==> src/rtl/moore_pattern_detector.sv <==
// Parametrised Moore serial pattern detector with a KMP transition table built
// at elaboration and a saturating counter of entries into the MATCH state.
module moore_pattern_detector #(
  parameter int unsigned          PATTERN_W = 4,
  parameter logic [PATTERN_W-1:0] PATTERN   = 4'b1011,
  parameter bit                   OVERLAP   = 1'b1,
  parameter int unsigned          CNT_W     = 8
) (
  input  logic                             clk_i,
  input  logic                             reset_i,
  input  logic                             valid_i,
  input  logic                             in_i,
  input  logic                             clear_i,
  output logic                             match_o,
  output logic [$clog2(PATTERN_W+1)-1:0]   progress_o,
  output logic [CNT_W-1:0]                 hits_o
);

  localparam int unsigned SW      = $clog2(PATTERN_W + 1);
  localparam int unsigned N_ST    = 1 << SW;
  localparam logic [SW-1:0] S_MATCH = SW'(PATTERN_W);

  // Longest suffix of (prefix_k, b) that is also a pattern prefix; MATCH without
  // overlap restarts from the empty prefix. Encodings above MATCH map to S0.
  function automatic int unsigned kmp_next(input int unsigned k, input int unsigned b);
    int unsigned pat;
    int unsigned kk;
    int unsigned s;
    int unsigned res;
    pat = 32'(PATTERN);
    res = 0;
    if (k <= PATTERN_W) begin
      kk = (k == PATTERN_W && !OVERLAP) ? 0 : k;
      s  = ((pat >> (PATTERN_W - kk)) << 1) | b;
      for (int unsigned l = 1; l <= PATTERN_W; l++) begin
        if (l <= kk + 1 && (s & ((32'd1 << l) - 32'd1)) == (pat >> (PATTERN_W - l)))
          res = l;
      end
    end
    return res;
  endfunction

  logic [SW-1:0]    w_nxt [N_ST][2];
  logic [SW-1:0]    r_state;
  logic [SW-1:0]    w_state_nxt;
  logic             w_hit;
  logic             r_match;
  logic [CNT_W-1:0] r_hits;

  for (genvar k = 0; k < N_ST; k++) begin : g_tbl
    localparam logic [SW-1:0] NXT0 = SW'(kmp_next(k, 0));
    localparam logic [SW-1:0] NXT1 = SW'(kmp_next(k, 1));
    assign w_nxt[k][0] = NXT0;
    assign w_nxt[k][1] = NXT1;
  end

  // Next-state and hit decode
  always_comb begin
    w_state_nxt = r_state;
    w_hit       = 1'b0;
    if (r_state > S_MATCH)
      w_state_nxt = '0;
    else if (valid_i)
      w_state_nxt = w_nxt[r_state][in_i];
    w_hit = (w_state_nxt == S_MATCH) && ((r_state != S_MATCH) || valid_i);
  end

  // State, Moore match flag and saturating hit counter
  always_ff @(posedge clk_i) begin
    if (reset_i || clear_i) begin
      r_state <= '0;
      r_match <= 1'b0;
      r_hits  <= '0;
    end else begin
      r_state <= w_state_nxt;
      r_match <= (w_state_nxt == S_MATCH);
      if (w_hit && (r_hits != '1))
        r_hits <= r_hits + CNT_W'(1);
    end
  end

  assign match_o    = r_match;
  assign progress_o = r_state;
  assign hits_o     = r_hits;

endmodule

==> config.mk <==
export PLATFORM = sky130hd
export DESIGN_NAME = moore_pattern_detector
export DESIGN_NICKNAME = d
export VERILOG_FILES = /design/src/rtl/moore_pattern_detector.sv
export SDC_FILE = /design/constraint.sdc
export NUM_CORES = 1
export LEC_CHECK = 0
export CORE_AREA = 2 2 39 41
export DETAILED_ROUTE_END_ITERATION = 10
export DIE_AREA = 0 0 41 43
export DONT_BUFFER_PORTS = 1
export GPL_ROUTABILITY_DRIVEN = 0
export REMOVE_ABC_BUFFERS = 1
export SKIP_LAST_GASP = 1
export SYNTH_ARGS = -nofsm -noshare
export SYNTH_HDL_FRONTEND = slang
export SYNTH_SLANG_ARGS = --single-unit
==> constraint.sdc <==
create_clock -name clk_i -period 2.1 [get_ports clk_i]
set_input_delay 0.21 -clock clk_i [delete_from_list [all_inputs] [get_ports clk_i]]
set_output_delay 0.21 -clock clk_i [all_outputs]
set_load 0.1 [all_outputs]
==> results.md <==
* Leak Pwr at between 0.0002 and 0.0003 µW
* DRT antenna net count at 0
* Clk slew on worst S/H paths at 0.07 ns
* Io pins at 17
* Fin area at 759 µm²
* # nets final at 94
* Syn Inst Count at 74
* CTS H-tree depth at 1
* Max cap viols at 0
* CORE AREA at ~1400 µm²
* Post-route worst setup slack at 0.494 ns
* F_max at 623 MHz
* Post-CTS Hold Fix Bufs at 0
* Largest net degree at the start of global routing at 10
* Placed Cells at 99
* Drt total wl at 1350 µm
* RR Endpoint: hits_o[0]
* Min-Delay Path Depth at 2
* PortBufs at 0
* Initial antenna violation count at 0
* TritonCTS buffer count at 3
* Yosys top cell by area: dfxtp_1
* Setup WS pre-CTS at 0.501 ns
* First-pass GRT wire length at about 2200 µm
* Worst EP arrival at 1.80 ns
* CTS resizes at 0
* Sw Ratio at 0.227
* Layout cells sized above 1 at 0.291
* Net switching power at 89.0 µW
* Outcome: finished clean
* CTS tree: yes
* Worst skew pair latency at approximately 0.27 ns
* Internal power at between 300 and 400 µW
* Slew Limit Fails at 0
* Main combinational cell family by area after synthesis: simple AND/OR/NAND/NOR gates
* Die area at 1760 µm²
* Clk_skew at between 0.002 and 0.0025 ns
* RSZ-0062 raised after global routing: false
* Routed via count at a little under 600
* Complex-gate fraction of the synthesized area at 0.178
* Max FO, Critical Path at 7
* Die Ht at around 43 µm
* Hold Violations, Final at 0
* Die Wd at 41 µm
* Setup-failing EPs final at 0
* Synth Flop Type: dfxtp_1
* Layout Utilization at 0.549
* Post-synthesis xor/xnor area fraction at 0
* Final critical-path share of the clock period at 0.765
* Kind of end point of the critical path: register
* Tightest Hold Check Type: in -> reg
* Routed wire per std cell at 13.3 µm
* Seq pwr share at 0.585
* Post-Synth Simple-Gate Area at 0.373
* Ys async rst share at 0
* Gr usage total at 0.190
* Reg2Reg Depth at 5
* GRT overflow at 0
* Number of distinct library cells after synthesis at 34
* Rel. slew slack at 0.788
* TritonCTS Sinks at 12
* R2r setup slk at roughly 0.49 ns
* Clock group share of total power at 0.345
* Synth Area per Inst at approximately 9 µm²
* Post-synthesis register bit count at 12
* Residual DRC at 0
* Via/cell ratio at 5.80
* Synth warnings at 0
* Peak supply drop at 0.000240 V
* Clock Tree Root: clkbuf_4
* HP Start: in_i
* Ranking of synthesized cells by area: dfxtp_1 (37%), a21oi_1 (4.6%), and4_2 (4.6%)
* Post-Synth Adder-Cell Area at 0.0193
* Std-Cell Rows at 14
* Mux share of post-synthesis cell area at 0.0154
* Register area share after synthesis at 0.371
* HPWL Detailed at about 1100 µm
* Most common cell in the synthesized netlist: dfxtp_1
* Final Non-Filler Cells at 102
* Area after DPL at 737 µm²
* Minimum clock period after layout at between 1.5 and 2 ns
* Share of the synthesized area in the top cell type at 0.371
* CTS max path bufs at 2
* Post-synth EDFFs at 0
* Power per cell area at 516 nW/µm²
* Vias in the first global route at 526
* CP Class: reg -> reg
* Combinational power share at 0.070
* Starting utilization of the core area at 0.468
* Hold path endpoint: progress_o[0]
* First-pass DRT Iterations at 4
* Top cells by count, synth: dfxtp_1 (12), a21oi_1 (6), nor2_1 (5), o21ai_0 (5), nand2_1 (4)
* Critical R2R Launch: hits_o[0]
* Startpoint Class: register
* WP data required at 2.30 ns
* Initial drt markers at 3
* Layout overhead on the synthesized area at 17.2%
* Mapped Area at approximately 650 µm²
* Worst-margin pin slew at 0.318 ns
* Ant. Diodes at 0
* Setup Buffers After CTS at 0
registers in the layout (all words and copies together), names as in the netlist:
name and count:
match_o 1, progress_o 3, hits_o 8
kinds of logic (layout without fill, tap and decap cells):
logic type / count (synthesis) / count (layout)
simple gates: 36 / 36
flops: 12 / 12
fa+ha+maj: 1 / 1
buf+inv: 5 / 17
mux: 1 / 1
compound gates: 19 / 19
critical path, stage by stage (launching register included):
cell and delay [ns]:
dfxtp_1 0.32, ha_1 0.21, and2_1 0.23, and3_1 0.22, or3_2 0.41, a21oi_1 0.15
through the flow:
stage | hold WS, ns | power, µW | setup TNS, ns
floorplan | 0.373 | 257 | -0.119
global placement | 0.378 | 262 | 0
detailed placement | 0.379 | 262 | 0
CTS | 0.0900 | 399 | 0
global route | 0.102 | 409 | 0
finish | 0.0992 | 392 | 0
layer usage:
layer	up-vias	track usage	share of wire
met5	-	0	0
met4	0	0.0600	0.0096
met3	2	0.0995	0.067
met2	15	0.250	0.44
met1	270	0.263	0.48
li1	305	-	-
cell usage in the layout (no fill, tap or decap), types with 2 or more instances in the layout:
cell	count
nand2_1	4
clkbuf_4	3
and2_1	3
a21oi_1	6
nor3b_1	2
nor2_1	5
inv_1	2
nor3_1	2
a31oi_1	3
and3_1	2
and2_2	2
o21ai_0	5
and4_2	3
buf_4	12
dfxtp_1	12
nand3_1	3
final cells by class:
type / count / area, µm²
fill: 147 / 624
timing repair buffer: 12 / 90.1
multi-input combinational: 57 / 379
inverter: 2 / 7.51
sequential: 12 / 240
clock buffer: 3 / 22.5
tap: 16 / 20.0
power groups by stage:
stage                     combinational, µW  clock [µW]  sequential, µW
after floorplan                        13.2           0             244
after global placement                 27.3           0             235
after detailed placement               27.7           0             235
after CTS                              27.8         142             229
after global routing                   30.2         149             229
final                                  27.4         135             229
worst max path at each step:
| stage | slack [ns] | end | startpoint | cells past startpoint |
|---|---|---|---|---|
| floorplan | -0.08 | hits_o[4] | progress_o[0] | 4 |
| global placement | 0.53 | hits_o[0] | hits_o[0] | 5 |
| detailed placement | 0.50 | hits_o[0] | hits_o[0] | 5 |
| CTS | 0.48 | hits_o[0] | hits_o[0] | 5 |
| global route | 0.40 | hits_o[0] | hits_o[0] | 5 |
| finish | 0.49 | hits_o[0] | hits_o[0] | 5 |
(Power assumes the default switching activity.)
